<file path="src/rtl/ili9341_spi_engine_pkg.sv">
// Shared types and ILI9341 command opcodes for the SPI engine and its sequencers.
package pkg_ili9341;

    typedef enum logic [2:0] {
        RST_LO,
        RST_WAIT,
        IDLE,
        SHIFT,
        HOLD,
        GAP
    } spi_state_e;

    localparam logic [7:0] CMD_SWRESET = 8'h01;
    localparam logic [7:0] CMD_RDDID   = 8'h04;
    localparam logic [7:0] CMD_SLPOUT  = 8'h11;
    localparam logic [7:0] CMD_DISPON  = 8'h29;
    localparam logic [7:0] CMD_CASET   = 8'h2A;
    localparam logic [7:0] CMD_PASET   = 8'h2B;
    localparam logic [7:0] CMD_RAMWR   = 8'h2C;

endpackage

</file>
<file path="src/rtl/ili9341_spi_engine_clk_div.sv">
// Half-period tick generator: tick is high on the last clk of each sclk half-period.
module spi_clk_div
    import pkg_ili9341::*;
#(
    parameter int CLK_DIV = 4
) (
    input  logic clk,
    input  logic rst,
    input  logic clr,
    input  logic en,
    output logic tick
);

    localparam int DVW = (CLK_DIV > 1) ? $clog2(CLK_DIV) : 1;

    logic [DVW-1:0] cnt;

    assign tick = en && (cnt == DVW'(CLK_DIV - 1));

    always_ff @(posedge clk) begin
        if (rst || clr) begin
            cnt <= '0;
        end else if (en) begin
            cnt <= (cnt == DVW'(CLK_DIV - 1)) ? '0 : cnt + DVW'(1);
        end
    end

endmodule

</file>
<file path="src/rtl/ili9341_spi_engine.sv">
// SPI mode-0 command/data engine for the ILI9341 panel with burst framing,
// optional MISO register reads and the panel hardware-reset sequence.
module ili9341_spi_engine
    import pkg_ili9341::*;
#(
    parameter int CLK_DIV      = 4,
    parameter int DW           = 8,
    parameter int RST_LOW_CYC  = 10000,
    parameter int RST_WAIT_CYC = 120000
) (
    input  logic          clk,
    input  logic          rst,
    input  logic          in_valid,
    output logic          in_ready,
    input  logic [DW-1:0] in_data,
    input  logic          in_dc,
    input  logic          in_last,
    input  logic          in_rd,
    input  logic          hw_reset_req,
    output logic          out_valid,
    output logic [DW-1:0] out_data,
    output logic          busy,
    input  logic          miso,
    output logic          mosi,
    output logic          sclk,
    output logic          dc,
    output logic          cs,
    output logic          lcd_rst_n
);

    localparam int RST_MAX = (RST_LOW_CYC > RST_WAIT_CYC) ? RST_LOW_CYC : RST_WAIT_CYC;
    localparam int RCW     = $clog2(RST_MAX + 1);
    localparam int BCW     = $clog2(DW + 1);

    spi_state_e      state;
    logic [RCW-1:0]  rcnt;
    logic [BCW-1:0]  bcnt;
    logic            ph;
    logic            last_q;
    logic            rd_q;
    logic [DW-2:0]   tx;
    logic [DW-1:0]   rx;
    logic            tick;
    logic            accept;
    logic            div_en;
    logic            rise_evt;
    logic            fall_evt;
    logic            word_done;

    assign in_ready  = ((state == IDLE) && !hw_reset_req) || ((state == HOLD) && !last_q);
    assign accept    = in_valid && in_ready;
    assign busy      = (state != IDLE);
    assign div_en    = (state == SHIFT) || (state == HOLD) || (state == GAP);
    assign rise_evt  = (state == SHIFT) && tick && !ph;
    assign fall_evt  = (state == SHIFT) && tick && ph;
    assign word_done = fall_evt && (bcnt == BCW'(DW - 1));

    spi_clk_div #(.CLK_DIV(CLK_DIV)) u_clk_div (
        .clk  (clk),
        .rst  (rst),
        .clr  (accept),
        .en   (div_en),
        .tick (tick)
    );

    always_ff @(posedge clk) begin
        if (rst) begin
            state     <= RST_LO;
            rcnt      <= '0;
            bcnt      <= '0;
            ph        <= 1'b0;
            last_q    <= 1'b0;
            rd_q      <= 1'b0;
            cs        <= 1'b1;
            sclk      <= 1'b0;
            mosi      <= 1'b0;
            dc        <= 1'b0;
            lcd_rst_n <= 1'b0;
            out_valid <= 1'b0;
            out_data  <= '0;
        end else begin
            out_valid <= 1'b0;
            if (accept) begin
                // Same entry path from IDLE and from a non-last HOLD, so cs never blips inside a burst
                state  <= SHIFT;
                bcnt   <= '0;
                ph     <= 1'b0;
                cs     <= 1'b0;
                sclk   <= 1'b0;
                dc     <= in_dc;
                last_q <= in_last;
                rd_q   <= in_rd;
                mosi   <= !in_rd && in_data[DW-1];
            end else begin
                case (state)
                    RST_LO: begin
                        if (rcnt == RCW'(RST_LOW_CYC - 1)) begin
                            state     <= RST_WAIT;
                            rcnt      <= '0;
                            lcd_rst_n <= 1'b1;
                        end else begin
                            rcnt <= rcnt + RCW'(1);
                        end
                    end
                    RST_WAIT: begin
                        if (rcnt == RCW'(RST_WAIT_CYC - 1)) begin
                            state <= IDLE;
                            rcnt  <= '0;
                        end else begin
                            rcnt <= rcnt + RCW'(1);
                        end
                    end
                    IDLE: begin
                        if (hw_reset_req) begin
                            state     <= RST_LO;
                            rcnt      <= '0;
                            lcd_rst_n <= 1'b0;
                        end
                    end
                    SHIFT: begin
                        if (rise_evt) begin
                            sclk <= 1'b1;
                            ph   <= 1'b1;
                        end else if (fall_evt) begin
                            sclk <= 1'b0;
                            ph   <= 1'b0;
                            if (word_done) begin
                                state     <= HOLD;
                                mosi      <= 1'b0;
                                out_valid <= rd_q;
                                if (rd_q) begin
                                    out_data <= rx;
                                end
                            end else begin
                                bcnt <= bcnt + BCW'(1);
                                mosi <= tx[DW-2];
                            end
                        end
                    end
                    HOLD: begin
                        if (last_q && tick) begin
                            cs    <= 1'b1;
                            state <= GAP;
                        end
                    end
                    GAP: begin
                        if (tick) begin
                            state <= IDLE;
                        end
                    end
                    default: state <= RST_LO;
                endcase
            end
        end
    end

    // Shift registers carry no reset: they are always reloaded on accept before use
    always_ff @(posedge clk) begin
        if (accept) begin
            tx <= in_rd ? '0 : in_data[DW-2:0];
        end else if (fall_evt) begin
            tx <= tx << 1;
        end
        if (rise_evt) begin
            rx <= {rx[DW-2:0], miso};
        end
    end

endmodule

</file>
<file path="config.mk">
export PLATFORM = sky130hd
export DESIGN_NAME = ili9341_spi_engine
export DESIGN_NICKNAME = d
export VERILOG_FILES = /design/src/rtl/ili9341_spi_engine_pkg.sv /design/src/rtl/ili9341_spi_engine_clk_div.sv /design/src/rtl/ili9341_spi_engine.sv
export SDC_FILE = /design/constraint.sdc
export NUM_CORES = 1
export LEC_CHECK = 0
export ABC_AREA = 0
export CAP_MARGIN = 5
export CORE_MARGIN = 2
export CORE_UTILIZATION = 29
export CTS_CLUSTER_SIZE = 30
export DETAILED_ROUTE_END_ITERATION = 10
export SYNTH_ARGS = -nofsm -noshare
export SYNTH_HDL_FRONTEND = slang
export SYNTH_SLANG_ARGS = --single-unit
</file>
<file path="constraint.sdc">
create_clock -name clk -period 2 [get_ports clk]
set_input_delay 0.6 -clock clk [delete_from_list [all_inputs] [get_ports clk]]
set_output_delay 0.6 -clock clk [all_outputs]
set_load 0.01 [all_outputs]
</file>
**After elaboration in Yosys (flattened, before gate mapping)**

Cells that the tools add are included.

- Register bits after elaboration: 57
- Input port bits: 16
- Output and inout bits: 16
- Logic and storage cells: 119

- $add $sub $neg: 3
- Equal/unequal tests: 27
- Multiplexer cells: 31
- Bitwise logic cells: 5
- Reduce and logical (&&, ||, !) cells: 37

Operator list:

| operator | count |
|---|---|
| two-way mux 17 bit | 3 |
| one-hot mux 17 bit (3 select lines) | 1 |
| two-way mux 3 bit | 8 |
| inequality test 3 x 2 -> 1 bit, second input constant | 8 |
| two-way mux 7 bit | 3 |
| one-hot mux 3 bit (6 select lines) | 1 |
| adder 17 x 1 -> 17 bit, second input constant | 1 |
| == test 17 x 14 -> 1 bit, second input constant | 1 |
| == test 17 bit, second input constant | 1 |
| AND reduction 8 bit | 2 |
| inequality test 2 bit, second input constant | 7 |
| two-way mux 1 bit | 12 |
| nonzero test 2 bit | 6 |
| logical AND 1 bit | 10 |
| AND reduction 4 bit | 2 |
| == test 3 x 2 -> 1 bit, second input constant | 2 |
| == test 3 bit, second input constant | 2 |
| AND reduction 3 bit | 2 |
| AND reduction 6 bit | 1 |
| OR reduction 6 bit | 1 |
| inverter 1 bit | 5 |
| adder 4 x 1 -> 4 bit, second input constant | 1 |
| == test 4 x 3 -> 1 bit, second input constant | 1 |
| zero test 1 bit | 4 |
| 12 further kinds | 18 |

**Longest topological paths before layout**

- Word-level depth: 12
- Gate-level depth with buffers: 8
- Gate-level depth less buffers: 6

**Cells and area by module**

Synthesis repeated with hierarchy kept, for this count alone.

- Cell total of the unflattened synthesis: 260
- Area, all modules: 2,601.2 sq um

Modules (own cells, without submodules):

| module | instances | cells each | area each (sq um) | sequential area each (sq um) |
|---|---|---|---|---|
| ili9341_spi_engine | 1 | 251 | 2,499.9 | 1,251.2 |
| spi_clk_div | 1 | 9 | 101.3 | 40.0 |

**Worst setup path after synthesis**

OpenSTA, ideal clock, no wires.

- Kind: in2reg
- Start point: in hw_reset_req
- End point: reg tx[0], enable pin
- Setup time: 0.381 ns
- Arrival: 1.801 ns
- Required time: 1.619 ns
- Setup slack: -0.182 ns
- Stages on the path: 5
- Buffers on the path: 1
- Path through: or4b_4 -> o31ai_4 -> nand2_2 -> buf_2 -> o21ai_0

- Longest elaborated chain between the ends: 5

Ends and longest elaborated chain:

| element | line | RTL |
|---|---|---|
| start, declared | ili9341_spi_engine.sv:19 | `input logic hw_reset_req,` |
| zero test 1 bit | ili9341_spi_engine.sv:50 | `assign in_ready = ((state == IDLE) && !hw_reset_req) \|\| ((state == HOLD) && !last_q);` |
| logical AND 1 bit | ili9341_spi_engine.sv:50 |  |
| logical OR 1 bit | ili9341_spi_engine.sv:50 |  |
| net in_ready | ili9341_spi_engine.sv:14 | `output logic in_ready,` |
| logical AND 1 bit | ili9341_spi_engine.sv:51 | `assign accept = in_valid && in_ready;` |
| nonzero test 2 bit (no source line) | - |  |
| end signal, assigned | ili9341_spi_engine.sv:160 | `tx <= in_rd ? '0 : in_data[DW-2:0];` |
| end signal, assigned | ili9341_spi_engine.sv:162 | `tx <= tx << 1;` |
| end, declared | ili9341_spi_engine.sv:41 | `logic [DW-2:0] tx;` |

The timed path passes the listed nets, and every way through them passes these cells.
A chain may end at the register's enable or synchronous reset.

**Worst setup path in the final report**

- Start point: reg state[2]
- End point: out in_ready

- Longest elaborated chain between the ends: 3
- Elaborated cells between the ends (all ways): 5
- Those cells by class: eq/ne (2); reduce/logical (3)

Ends and longest elaborated chain:

| element | line | RTL |
|---|---|---|
| start, declared | ili9341_spi_engine.sv:35 | `spi_state_e state;` |
| start signal, assigned | ili9341_spi_engine.sv:68 | `state <= RST_LO;` |
| start signal, assigned | ili9341_spi_engine.sv:85 | `state <= SHIFT;` |
| start signal, assigned | ili9341_spi_engine.sv:98 | `state <= RST_WAIT;` |
| == test 3 x 2 -> 1 bit / == test 3 bit (equally long branches) | ili9341_spi_engine.sv:50 |  |
| logical AND 1 bit | ili9341_spi_engine.sv:50 |  |
| logical OR 1 bit (*) | ili9341_spi_engine.sv:50 |  |
| end, declared | ili9341_spi_engine.sv:14 |  |

Every way passes the cells marked *; elsewhere a longest branch is shown, timed or not.

==> results by group <==
Global routing
  – Maximum number of pins on one net before global-route repair: 18
  – Overall Global Routing Usage: 0.120
  – Grt ovf: 0
  – Wire length of the first global-routing pass: roughly 9300 um
  – Number of antenna violations at the first check in global routing: 0
  – Number of global-route vias before repair: ~2000

Routing
  – Routed Antenna Nets: 0
  – Vias post-DR: between 1500 and 2000
  – 1st-iter DRT viols: just over 60
  – Drc violations: 0
  – Per-cell via count in the routed design: 4.64
  – Number of detailed-route iterations in the first pass: 4
  – Routed WL per cell: between 10 and 15 um
  – Routed wire length: between 5000 and 6000 um

Clock network
  – Bufs on Longest Clock Path: 2
  – CTS Hold Bufs: 0
  – # H-tree levels: 3
  – Clock sink count: 57
  – CTS tree: done
  – Insertion delay of the later-clocked pin in the worst-skew pair: approximately 0.34 ns
  – Number of clock buffers inserted by TritonCTS: 9
  – Root Buffer Master: clkbuf_8
  – Reg clk slew, reported paths: roughly 0.070 ns
  – Post-CTS setup-driven buffer insertion count: 0

Layout
  – Final design area excluding fillers: 3360 um2
  – Top library cells by usage in the layout, fill and taps aside: nor2_1, dfxtp_1, clkdlybuf4s50_1, nand2_1, buf_4
  – Most frequent standard cell in the layout excluding fill and tap cells: nor2_1
  – Area growth from synthesis to layout: 30.2%
  – Non-filler instance count after layout: 429
  – Layout cell share with drive strength beyond 1: 0.187
  – Diodes inserted: 0
  – Layout net count: about 340

Power
  – Post-layout total power: 2.60 mW
  – Net switching share of the total power: 0.269
  – Fraction of power consumed by sequential logic: 0.480
  – Power density over the cells: 773 nW/um2
  – Peak supply drop: ~0.53 mV
  – Leak Pwr: around 1.3 nW
  – Switching Power: 0.698 mW
  – Power share of the clock group: 0.372
  – Logic gate share of total power: 0.149
  – P_int: about 1.9 mW

Yosys
  – Async set or reset register ratio after synthesis: 0
  – Top flip-flop cell by instance count after synthesis: dfxtp_1
  – Sequential share of the synthesized area: 0.501
  – Warnings, synthesis: 0
  – Summed instance area of the synthesized netlist: around 2600 um2
  – Count of unique library cells instantiated by Yosys: 48
  – Number of flip-flops and latches in the synthesized netlist: 57
  – Net Count, Synth: approximately 280
  – Post-synthesis area per instance: 9.99 um2
  – Number of synthesized flops with an enable pin: 15
  – Number of instances in the synthesized netlist: ~260

Critical path
  – Arr. time, crit path: between 1 and 1.5 ns
  – Worst R2R Setup Slack: roughly 0.15 ns
  – Stage delay of the slowest cell on the critical path: 0.54 ns
  – Crit path max fanout: 2
  – Critical path, cell by cell: or4b_4 > o31ai_4 > buf_2
  – Category of the most critical setup path: reg -> out
  – Type of origin of the critical path: flop
  – Critical register-to-register path endpoint: rcnt[4]$_SDFFE_PP0P_
  – Setup crit end kind: primary output
  – Worst-path cell with the longest stage delay: or4b_4
  – Startpoint of the worst-slack reg-to-reg timing path: rcnt[13]$_SDFFE_PP0P_
  – Register-to-Register Path Depth: 6
  – Data required time of the critical path: about 1.4 ns

Placement
  – Setup WS pre-CTS: -0.796 ns
  – Standard cell area after detailed placement: roughly 3200 um2
  – Placed Cells: between 400 and 500
  – Detailed placer's ending HPWL: between 3000 and 4000 um
  – Buffers added on ports: 31
  – Final estimated routing congestion in global placement: between 0.7 and 0.8

Worst hold path
  – Worst Hold Depth: 0
  – Worst hold path startpoint: rx[6]$_DFFE_PN_
  – Hold path endpoint: rx[7]$_DFFE_PN_
  – Class of the tightest hold or removal check: reg -> reg

Run status
  – Outcome: finished, violations left
  – Failing checks: setup timing

Job
  – Max-Cap Viols: 0

Floorplanning
  – Die extent in x: around 98 um
  – FP Rows: 34
  – Effective utilization at floorplan: 0.297
  – Std-Cell Core Area: 8680 um2
  – Vertical extent of the die: 98.3 um
  – Number of ports placed on the die boundary: 32
  – Die area: between 9000 and 10000 um2

Timing
  – Worst setup slack after layout: -0.0492 ns
  – Unrepaired setup endpoints after global routing: yes
  – Worst relative slew slack: 0.632
  – Final total negative setup slack: -0.0492 ns
  – Final-report hold violation count: 0
  – Fmax: between 400 and 500 MHz
  – Setup violation total in the final timing report: 1
  – Transition time of the tightest slew-check pin: roughly 0.55 ns
  – Fin. max-slew vios: 0
  – Post-route minimum period: 2.05 ns
  – Worst Clk Skew: 0.0108 ns
  – Final clock period utilization by the worst path: 1.02
[registers in the layout (all words and copies together) (netlist names), 2 cells and up]
signal and count:
u_clk_div.cnt 2, bcnt 4, out_data 8, state 3, rcnt 17, tx 7
rx 8
[worst max path at each step]
stage | cells past startpoint | slack [ns] | end | startpoint
after global routing | 3 | -0.11 | in_ready | state[2]$_SDFFE_PP0P_
after CTS | 4 | -0.09 | in_ready | hw_reset_req
final | 3 | -0.05 | in_ready | state[2]$_SDFFE_PP0P_
after detailed placement | 4 | -0.80 | in_ready | hw_reset_req
after floorplan | 5 | 0.004 | tx[0]$_SDFFCE_PP0P_ | hw_reset_req
after global placement | 4 | -0.79 | in_ready | hw_reset_req
[per-stage QoR]
step           hold slack (ns)   util
3_5_place_dp             0.440  0.365
3_3_place_gp             0.431  0.365
4_1_cts                  0.449  0.386
5_1_grt                  0.457  0.387
6_report                 0.450  0.387
2_1_floorplan            0.426      -
[power by group through the flow]
stage / Combinational [mW] / Sequential, mW / Clock, mW
6_report: 0.386 / 1.24 / 0.965
5_1_grt: 0.424 / 1.25 / 1.05
4_1_cts: 0.386 / 1.25 / 1.00
3_5_place_dp: 0.387 / 1.27 / 0
3_3_place_gp: 0.383 / 1.27 / 0
2_1_floorplan: 0.240 / 1.27 / 0
[cell type report]
| class | count | area (um2) |
|---|---|---|
| multi-input combinational | 188 | 1210 |
| sequential | 57 | 1290 |
| timing repair buffer | 57 | 529 |
| clock inverter | 6 | 41.3 |
| fill | 880 | 5320 |
| clock buffer | 10 | 138 |
| tap | 108 | 135 |
| inverter | 3 | 11.3 |
[what timing repair did]
| item | CTS | global route |
|---|---|---|
| pin swaps | 1 | 1 |
| setup endpoints to repair | 31 | 19 |
| gates resized for setup | 11 | 2 |
| hold endpoints to repair | 0 | 0 |
[cells by family (layout without fill, tap and decap cells)]
group	count (synthesis)	after routing	synth area share
xor gates and xnor gates	19	19	0.0646
adders and majority gates	3	3	0.0146
AOI/OAI and AO/OA	33	33	0.0956
DFF	57	57	0.501
muxes	11	11	0.0427
and+or+nand+nor	122	122	0.248
buffers and inverters	13	76	0.0335
[worst max-delay path, delay by kind of cell (launching register included)]
| family | cells | cell delay [ns] |
|---|---|---|
| AOI/OAI and AO/OA | 1 | 0.08 |
| and+or+nand+nor | 1 | 0.54 |
| DFF | 1 | 0.31 |
| buffers and inverters | 1 | 0.18 |
[synthesized netlist by cell type, types with 2 or more instances]
library cell,n,share of area
a211oi_2,2,0.0097
edfxtp_1,15,0.17
nand3_1,12,0.023
a21oi_1,8,0.016
dfxtp_1,42,0.33
and2_1,2,0.0049
nand2b_1,10,0.024
nor3_1,2,0.0039
buf_4,2,0.0058
nor3b_1,2,0.0058
and3_1,3,0.0073
xor2_1,15,0.051
and4_1,2,0.0068
inv_1,3,0.0044
o21ai_0,8,0.016
nand4_1,6,0.015
or4b_4,2,0.011
nand3b_1,3,0.0087
buf_6,2,0.0087
xnor2_1,4,0.014
buf_2,3,0.0058
a21o_1,3,0.0087
nor2_1,44,0.064
a211oi_1,3,0.0087
mux2i_1,11,0.043
nand2_1,24,0.035
nand2_2,2,0.0049
ha_1,3,0.015
[per-layer routing]
layer | vias up | global-route usage | share of wire
li1 | 1016 | - | -
met1 | 926 | 0.149 | 0.47
met2 | 37 | 0.190 | 0.46
met3 | 10 | 0.0472 | 0.058
met4 | 0 | 0.0443 | 0.015
met5 | - | 0 | 0
(Power assumes the default switching activity.)
